<file path="src/rtl/lcd_pkg.sv">
// Shared definitions for the PCD8544 SPI transmit path.
// Holds the D/C line encodings, the {dc, byte} FIFO entry width and the
// transmitter FSM state encoding used by lcd_spi_tx.
package lcd_pkg;

  localparam logic DC_CMD  = 1'b0;
  localparam logic DC_DATA = 1'b1;

  // One queued entry is {dc, byte}.
  localparam int LCD_ENTRY_W = 9;

  localparam logic [2:0] ST_IDLE  = 3'd0;
  localparam logic [2:0] ST_SETUP = 3'd1;
  localparam logic [2:0] ST_HIGH  = 3'd2;
  localparam logic [2:0] ST_LOW   = 3'd3;
  localparam logic [2:0] ST_GAP   = 3'd4;

endpackage

</file>
<file path="src/rtl/lcd_tx_fifo.sv">
// Small synchronous FIFO of {dc, byte} entries feeding the SPI shifter.
// Ports:
//   clk, reset      clock, asynchronous active-low reset
//   push, wr_entry  write an entry (ignored when full)
//   pop, rd_entry   read side; rd_entry shows the head entry, pop removes it
//   full, empty     status flags
//   count           number of stored entries (registered)
module lcd_tx_fifo
  import lcd_pkg::*;
#(
  parameter int DEPTH = 4
) (
  input  logic                   clk,
  input  logic                   reset,
  input  logic                   push,
  input  logic [LCD_ENTRY_W-1:0] wr_entry,
  input  logic                   pop,
  output logic [LCD_ENTRY_W-1:0] rd_entry,
  output logic                   full,
  output logic                   empty,
  output logic [$clog2(DEPTH):0] count
);

  localparam int AW = $clog2(DEPTH);

  logic [LCD_ENTRY_W-1:0] mem [DEPTH];
  logic [AW-1:0]          wr_ptr;
  logic [AW-1:0]          rd_ptr;
  logic                   fresh;
  logic                   do_push;
  logic                   do_pop;

  // An entry written into an empty FIFO becomes readable one cycle later,
  // so the read side never depends combinationally on the write port.
  assign full     = (count == (AW+1)'(DEPTH));
  assign empty    = (count == '0) || fresh;
  assign do_push  = push && !full;
  assign do_pop   = pop && !empty;
  assign rd_entry = mem[rd_ptr];

  // Storage array; no reset needed since count gates every read.
  always_ff @(posedge clk) begin
    if (do_push) begin
      mem[wr_ptr] <= wr_entry;
    end
  end

  // Pointers wrap naturally because DEPTH is a power of two.
  always_ff @(posedge clk or negedge reset) begin
    if (!reset) begin
      wr_ptr <= '0;
      rd_ptr <= '0;
      count  <= '0;
      fresh  <= 1'b0;
    end else begin
      fresh <= do_push && (count == '0);
      if (do_push) begin
        wr_ptr <= wr_ptr + 1'b1;
      end
      if (do_pop) begin
        rd_ptr <= rd_ptr + 1'b1;
      end
      case ({do_push, do_pop})
        2'b10:   count <= count + 1'b1;
        2'b01:   count <= count - 1'b1;
        default: count <= count;
      endcase
    end
  end

endmodule

</file>
<file path="src/rtl/lcd_spi_tx.sv">
// Write-only SPI (mode 0) byte transmitter for the PCD8544 LCD.
// Ports:
//   clk, reset                 clock, asynchronous active-low reset
//   wr_data, wr_dc             byte and D/C flag offered by the sequencer
//   wr_valid, wr_ready         handshake; transfer on wr_valid & wr_ready
//   mosi, sclk, cs, dc         panel pins (sclk idles low, cs active-low)
//   busy                       queue non-empty or a frame in progress
//   byte_done                  one-cycle pulse after the last bit of a byte
// Bytes are sent MSB first; cs stays low across back-to-back bytes and is
// held high for CS_GAP cycles after each frame.
module lcd_spi_tx
  import lcd_pkg::*;
#(
  parameter int DIV_HALF   = 2,
  parameter int CS_GAP     = 2,
  parameter int FIFO_DEPTH = 4
) (
  input  logic       clk,
  input  logic       reset,
  input  logic [7:0] wr_data,
  input  logic       wr_dc,
  input  logic       wr_valid,
  output logic       wr_ready,
  output logic       mosi,
  output logic       sclk,
  output logic       cs,
  output logic       dc,
  output logic       busy,
  output logic       byte_done
);

  localparam int PHASE_MAX = (DIV_HALF > CS_GAP) ? DIV_HALF : CS_GAP;
  localparam int PW        = $clog2(PHASE_MAX + 1);
  localparam int CW        = $clog2(FIFO_DEPTH) + 1;
  localparam logic [PW-1:0] DIV_LAST = PW'(DIV_HALF - 1);
  localparam logic [PW-1:0] GAP_LAST = PW'(CS_GAP - 1);

  logic [2:0]             state;
  logic [PW-1:0]          phase;
  logic [2:0]             bit_cnt;
  logic [7:0]             tx_byte;
  logic                   push;
  logic                   pop;
  logic                   fifo_full;
  logic                   fifo_empty;
  logic [LCD_ENTRY_W-1:0] head;
  logic [CW-1:0]          fifo_count;
  logic                   phase_end;
  logic                   byte_end;

  lcd_tx_fifo #(
    .DEPTH(FIFO_DEPTH)
  ) u_fifo (
    .clk     (clk),
    .reset   (reset),
    .push    (push),
    .wr_entry({wr_dc, wr_data}),
    .pop     (pop),
    .rd_entry(head),
    .full    (fifo_full),
    .empty   (fifo_empty),
    .count   (fifo_count)
  );

  assign wr_ready  = !fifo_full;
  assign push      = wr_valid && wr_ready;
  assign phase_end = (phase == DIV_LAST);
  assign byte_end  = (state == ST_LOW) && phase_end && (bit_cnt == 3'd0);
  assign busy      = (fifo_count != '0) || (state != ST_IDLE);

  // A new byte is taken either from IDLE or straight at the end of the
  // previous byte, which is what keeps cs low across queued bytes.
  always_comb begin
    pop = 1'b0;
    if (!fifo_empty && ((state == ST_IDLE) || byte_end)) begin
      pop = 1'b1;
    end
  end

  // Serialiser FSM. bit_cnt names the bit currently on mosi; the next bit
  // is presented when sclk falls, so mosi and dc only move while sclk is low.
  always_ff @(posedge clk or negedge reset) begin
    if (!reset) begin
      state     <= ST_IDLE;
      phase     <= '0;
      bit_cnt   <= 3'd0;
      tx_byte   <= 8'h00;
      cs        <= 1'b1;
      sclk      <= 1'b0;
      mosi      <= 1'b0;
      dc        <= DC_CMD;
      byte_done <= 1'b0;
    end else begin
      byte_done <= byte_end;
      if (pop) begin
        tx_byte <= head[7:0];
        dc      <= head[8];
        mosi    <= head[7];
        cs      <= 1'b0;
        sclk    <= 1'b0;
        bit_cnt <= 3'd7;
        phase   <= '0;
        state   <= ST_SETUP;
      end else begin
        case (state)
          ST_IDLE: begin
            phase <= '0;
          end
          ST_SETUP: begin
            if (phase_end) begin
              phase <= '0;
              sclk  <= 1'b1;
              state <= ST_HIGH;
            end else begin
              phase <= phase + 1'b1;
            end
          end
          ST_HIGH: begin
            if (phase_end) begin
              phase <= '0;
              sclk  <= 1'b0;
              state <= ST_LOW;
              if (bit_cnt != 3'd0) begin
                mosi <= tx_byte[bit_cnt - 3'd1];
              end
            end else begin
              phase <= phase + 1'b1;
            end
          end
          ST_LOW: begin
            if (phase_end) begin
              phase <= '0;
              if (bit_cnt == 3'd0) begin
                cs    <= 1'b1;
                mosi  <= 1'b0;
                state <= ST_GAP;
              end else begin
                bit_cnt <= bit_cnt - 3'd1;
                sclk    <= 1'b1;
                state   <= ST_HIGH;
              end
            end else begin
              phase <= phase + 1'b1;
            end
          end
          ST_GAP: begin
            if (phase == GAP_LAST) begin
              phase <= '0;
              state <= ST_IDLE;
            end else begin
              phase <= phase + 1'b1;
            end
          end
          default: begin
            state <= ST_IDLE;
            phase <= '0;
          end
        endcase
      end
    end
  end

endmodule

</file>
<file path="config.mk">
export PLATFORM = sky130hd
export DESIGN_NAME = lcd_spi_tx
export DESIGN_NICKNAME = d
export VERILOG_FILES = /design/src/rtl/lcd_pkg.sv /design/src/rtl/lcd_tx_fifo.sv /design/src/rtl/lcd_spi_tx.sv
export SDC_FILE = /design/constraint.sdc
export NUM_CORES = 1
export LEC_CHECK = 0
export BUFFER_PORTS_ARGS = -buffer_cell sky130_fd_sc_hd__buf_2
export CAP_MARGIN = 20
export CORE_UTILIZATION = 30
export CTS_CLUSTER_SIZE = 28
export DETAILED_ROUTE_END_ITERATION = 7
export GPL_ROUTABILITY_DRIVEN = 0
export PLACE_DENSITY = 0.42
export SLEW_MARGIN = 10
export SYNTH_ARGS = -nofsm -noshare
export SYNTH_HDL_FRONTEND = slang
export SYNTH_HIERARCHICAL = 1
export SYNTH_SLANG_ARGS = --single-unit
</file>
<file path="constraint.sdc">
create_clock -name clk -period 4.1 [get_ports clk]
set_input_delay 0.205 -clock clk [delete_from_list [all_inputs] [get_ports clk]]
set_output_delay 0.205 -clock clk [all_outputs]
set_load 0.02 [all_outputs]
</file>
== Yosys cells after proc, flatten, opt, wreduce, memory -nomap -nowiden ==
Memories as Yosys holds them, arrays and structs flattened.
Cells that the tools add are included.
Storage, ports and cells
  bits in registers: 29
  bits in latches: 0
  memory bits (writable): 36
  ROM bits: 0
  input bits: 12
  output and inout bits: 7
  logic and storage cells: 104
  memories kept: 1
Cells by class
  $add $sub $neg: 6
  multipliers: 0
  div/mod/pow operators: 0
  magnitude comparators: 1
  equal/unequal tests: 17
  shift operators: 0
  multiplexer cells: 36
  bitwise gates (word level): 0
  reductions and logical operators: 30
Memory list
  u_fifo.mem: depth 4, bits a word 9, read ports 1, clocked after Yosys merged registers in 0, write ports 1, RTL line lcd_tx_fifo.sv:26  | logic [LCD_ENTRY_W-1:0] mem [DEPTH];
Operators with widths (count)
  $mux 3: 10
  $mux 1: 18
  $ne 3x2->1 const B: 6
  $pmux 3 s5: 1
  $reduce_and 5->1: 3
  $reduce_bool 3->1: 4
  $logic_not 3->1: 3
  $reduce_bool 2->1: 4
  $logic_and 1x1->1: 7
  $add 2x1->2 const B: 3
  $eq 3x2->1 const B: 2
  $eq 3x3->1 const B: 2
  $mux 2: 3
  $pmux 3 s2: 1
  $reduce_and 3->1: 2
  $sub 3x1->3 const B: 2
  $eq 2x1->1 const B: 2
  $lt 3x4->1 const B: 1
  $ne 2x1->1 const B: 2
  $reduce_bool 4->1: 1
  $reduce_or 4->1: 1
  $add 3x1->3 const B: 1
  $bmux 1 s3: 1
  $eq 3x1->1 const B: 1
  other kinds (6): 9

== Depth between registers and ports, before layout ==
  depth in word-level cells: 9
  mapped depth: 14
  depth with buffers taken out: 13

== Modules after synthesis ==
Netlist, hierarchy kept.
By module, submodules not included
  lcd_tx_fifo: instances 1, cells an instance 88, area each 1806.7 um^2, seq. area each 1281.2 um^2
  lcd_spi_tx: instances 1, cells an instance 89, area each 1046.0 um^2, seq. area each 526.8 um^2

== Worst setup path before layout ==
No wires, ideal clock.
  path kind: register to register
  start point: register bit_cnt[0]
  end point: register u_fifo.count[2]
  library setup time: 0.079 ns
  arrival: 2.560 ns
  required time: 4.021 ns
  slack: 1.461 ns
  cell stages (with the launch flop): 15
  buffers on the path: 1
  clock period less this slack: 2.639 ns
  path through: dfrtp_1 -> inv_1 -> ha_1 -> and3b_1 -> and3_4 -> o21ai_4 -> inv_2 -> buf_6 -> nor3b_2 -> ha_1 -> inv_1 -> fa_1 -> xor2_1 -> nor2_1 -> xor2_1
Between the ends
  word-level cells in the longest chain between the ends: 8
  elaborated cells on any way between the ends: 10
  those cells by class: 2 x eq/ne; 2 x mux; 6 x reduce/logical
Ends and longest elaborated chain
  start, declared: RTL line lcd_spi_tx.sv:40  | logic [2:0] bit_cnt;
  start signal, assigned: RTL line lcd_spi_tx.sv:138  | bit_cnt <= bit_cnt - 3'd1;
  $logic_not 3->1 (*): RTL line lcd_spi_tx.sv:68  | assign byte_end = (state == ST_LOW) && phase_end && (bit_cnt == 3'd0);
  $logic_and 1x1->1 (*): RTL line lcd_spi_tx.sv:68
  $logic_or 1x1->1 (*): RTL line lcd_spi_tx.sv:75  | if (!fifo_empty && ((state == ST_IDLE) || byte_end)) begin
  $logic_and 1x1->1 (*): RTL line lcd_spi_tx.sv:75
  $mux 1 (*): RTL line lcd_spi_tx.sv:75
  via pop: RTL line lcd_spi_tx.sv:43  | logic pop;
  $logic_and 1x1->1 (*): RTL line lcd_tx_fifo.sv:38  | assign do_pop = pop && !empty;
  via u_fifo.do_pop: RTL line lcd_tx_fifo.sv:31  | logic do_pop;
  $eq 2x1->1 / $eq 2x2->1 (equally long branches): RTL line lcd_tx_fifo.sv:63  | case ({do_push, do_pop})
  $pmux 3 s2 / $reduce_bool 2->1 (equally long branches)
  end signal, assigned: RTL line lcd_tx_fifo.sv:64  | 2'b10: count <= count + 1'b1;
  end signal, assigned: RTL line lcd_tx_fifo.sv:65  | 2'b01: count <= count - 1'b1;
  end signal, assigned: RTL line lcd_tx_fifo.sv:66  | default: count <= count;
  end, declared: RTL line lcd_tx_fifo.sv:21  | output logic [$clog2(DEPTH):0] count
Mark *: on every way through the listed nets, which the timed path passes. The rest lies on a longest branch.
A chain may end at the register's enable or synchronous reset.

== Worst setup path in the final report ==
  start point: register bit_cnt[0]
  end point: register u_fifo.count[2]
Between the ends
  word-level cells in the longest chain between the ends: 8
  elaborated cells on any way between the ends: 10
  those cells by class: 2 x eq/ne; 2 x mux; 6 x reduce/logical
Ends and longest elaborated chain (RTL line)
  $logic_not 3->1 (*): lcd_spi_tx.sv:68
  $logic_and 1x1->1 (*): lcd_spi_tx.sv:68
  $logic_or 1x1->1 (*): lcd_spi_tx.sv:75
  $logic_and 1x1->1 (*): lcd_spi_tx.sv:75
  $mux 1 (*): lcd_spi_tx.sv:75
  $logic_and 1x1->1 (*): lcd_tx_fifo.sv:38
  via u_fifo.do_pop: lcd_tx_fifo.sv:31
  $eq 2x1->1 / $eq 2x2->1 (equally long branches): lcd_tx_fifo.sv:63
  $pmux 3 s2 / $reduce_bool 2->1 (equally long branches)
Marked as above.

==> results.json <==
{
  "syn-mean-instance-area_sq_um": 16.1,
  "rsz0062_at_grt": "false",
  "clk_pin_slew_worst_paths_ns": 0.08,
  "synth_area_leaders": "edfxtp_1, dfrtp_1, mux4_1",
  "syn_inst": 177,
  "instances_no_fill": 336,
  "root_buffer": "clkbuf_8",
  "synth_cell_types": 44,
  "yosysMostFrequentCell": "edfxtp_1",
  "grt_usage": 0.114,
  "synth_nets": 197,
  "cpMaxStageDelayCell": "dfrtp_1",
  "synth.top_cells.by_count": "edfxtp_1, dfrtp_1, inv_1",
  "fin_hold_ws_ns": 0.0782,
  "async_reset_ff_frac": 0.446,
  "ant_nets": 0,
  "synth_top_area_share": 0.379,
  "yosys_register_bits": 65,
  "cts_buffer_depth": 2,
  "fin_nets": 222,
  "slew-limit-headroom": 0.564,
  "die-area_sq_mm": 0.00990,
  "place_inst": 319,
  "detail_route.first_pass.iterations": 4,
  "vias": 1472,
  "min_period_over_period": 0.726,
  "dieHeight_microns": 99.5,
  "grt_max_degree": 30,
  "critPathCaptureType": "flip-flop",
  "rows": 35,
  "fill_cells": 873,
  "crit_chain": "inv_1, ha_1, and3b_1, and3_4, o21ai_4, inv_2, nor3b_2, ha_1, inv_1, fa_1, xor2_1, nor2_1, xor2_1",
  "tns_ns": 0,
  "gr-total-overflow": 0,
  "cts_tree": "yes",
  "synth_flop_cell": "edfxtp_1",
  "wl_per_cell_microns": 14.5,
  "syn_to_final_growth_pct": 16.2,
  "h-tree-depth": 3,
  "fin_worst_skew_ns": 0.0135,
  "cp-start-kind": "flip-flop",
  "core-area_sq_mm": 0.00924,
  "powerDensity_mw_per_mm2": 757,
  "drc_errors": 0,
  "hold_path_class": "input pin to flip-flop",
  "maxCapViolCount": 0,
  "crit_type": "flip-flop to flip-flop",
  "layout_min_cycle_time_ns": 2.97,
  "numPortBuffers": 18,
  "clk_latency_ns": 0.33,
  "diodes": 0,
  "cp_max_fo": 14,
  "start_util": 0.309,
  "num_io_pins": 19,
  "ys_warn_count": 6,
  "drt-vias-per-instance": 4.38,
  "tightest_slew_ns": 0.653,
  "totalWireLength_microns": 4890,
  "setup_viol": 0,
  "hold_violations": 0,
  "timing.fmax_mhz": 336,
  "final_max_slew_viol_count": 0,
  "crit_required_ns": 4.35,
  "ir_drop_mv": 0.184,
  "synth-edff-count": 36,
  "yosysSeqAreaShare": 0.634,
  "p_leak_uw": 0.00130,
  "grt_pass1_wl_microns": 8310,
  "layout-drive-gt1-share": 0.280,
  "netlist_area_sq_mm": 0.00285,
  "cts_buffers": 9,
  "status": "complete, no violations",
  "hpwl_microns": 3330,
  "yosys.area.top_type": "edfxtp_1",
  "first_iter_violations": 34,
  "crit_arrival_ns": 3.23,
  "antenna_found_initial": 0,
  "die_x_microns": 99.5,
  "max_stage_delay_ns": 0.43,
  "clock-sinks": 65,
  "grt_pass1_vias": 1633
}
## metal layers
| layer | share of wire | track usage | vias up |
|---|---|---|---|
| met4 | 0.022 | 0.0543 | 0 |
| met1 | 0.44 | 0.141 | 720 |
| met3 | 0.038 | 0.0295 | 11 |
| met5 | 0 | 0 | - |
| li1 | - | - | 708 |
| met2 | 0.50 | 0.185 | 33 |
## registers in the layout, indices dropped and copies added, names as in the netlist
register       cells
u_fifo/mem        36
tx_byte            8
bit_cnt            3
state              3
u_fifo/count       3
phase              2
u_fifo/rd_ptr      2
u_fifo/wr_ptr      2
byte_done          1
cs                 1
dc                 1
mosi               1
sclk               1
u_fifo/fresh       1
## power breakdown
part	internal (uW)	switching, uW
logic	405	382
registers	909	170
clock network	405	238
## cell families after synthesis
logic type	synth area share
DFF	0.634
and+or+nand+nor	0.0890
muxes	0.145
buffers and inverters	0.0268
AOI/OAI and AO/OA	0.0338
xor gates and xnor gates	0.0338
adders and majority gates	0.0377
## cell type report
| cell class | instances | area (sq um) | area share |
|---|---|---|---|
| clock buffer | 11 | 131 | 0.0396 |
| clock inverter | 5 | 105 | 0.0317 |
| inverter | 11 | 41.3 | 0.0125 |
| timing repair buffer | 19 | 100 | 0.0302 |
| sequential | 65 | 1810 | 0.545 |
| multi-input combinational | 96 | 968 | 0.292 |
| tap | 129 | 161 | 0.0487 |
## final timing paths
check	start	end	slack [ns]	cells after the start
setup / recovery	bit_cnt[0]$_DFFE_PN0P_	u_fifo/count[2]$_DFFE_PN0P_	1.13	13
hold / removal	wr_data[1]	u_fifo/mem[1][1]$_DFFE_PP_	0.08	1
setup reg to reg	bit_cnt[0]$_DFFE_PN0P_	u_fifo/count[2]$_DFFE_PN0P_	1.13	13
hold reg to reg	phase[0]$_DFF_PN0_	phase[0]$_DFF_PN0_	0.50	1
max in group asynchronous	reset	tx_byte[3]$_DFFE_PN0P_	3.24	2
min in group asynchronous	reset	byte_done$_DFF_PN0_	0.44	2
## worst max-delay path, delay by kind of cell, from the launching register on
kind	cells	cell delay [ns]
and+or+nand+nor	4	0.83
adders and majority gates	3	0.81
buffers and inverters	3	0.45
DFF	1	0.43
xor gates and xnor gates	2	0.30
AOI/OAI and AO/OA	1	0.07
## repair_timing
item,in CTS,in global routing
hold endpoints to repair,28,0
hold buffers,1,0
gates resized for setup,0,0
setup buffers,0,0
## placed cells by master (no fill, tap or decap), types with 3 or more instances in the layout
cell / netlist / layout
inv_1: 10 / 10
xnor2_1: 4 / 4
mux4_2: 3 / 3
mux2_2: 9 / 9
nand2_1: 7 / 7
nor2_1: 7 / 7
dfrtp_1: 28 / 28
xor2_1: 7 / 7
mux4_1: 8 / 8
ha_1: 7 / 7
clkbuf_8: 0 / 9
and2_1: 3 / 3
buf_2: 1 / 18
nor3_1: 5 / 5
edfxtp_1: 36 / 36
bufinv_16: 0 / 3
and2_2: 4 / 4
## metrics by stage
step	utilization	area (sq um)	total power [uW]	worst slack (ns)
finish	0.359	3320	2510	1.13
global route	0.359	3320	2690	0.807
CTS	0.359	3320	2560	1.07
detailed placement	0.332	3070	1900	1.10
global placement	0.332	3070	1870	1.25
floorplan	-	2850	1690	1.46
Power figures use the tool's default switching activity.
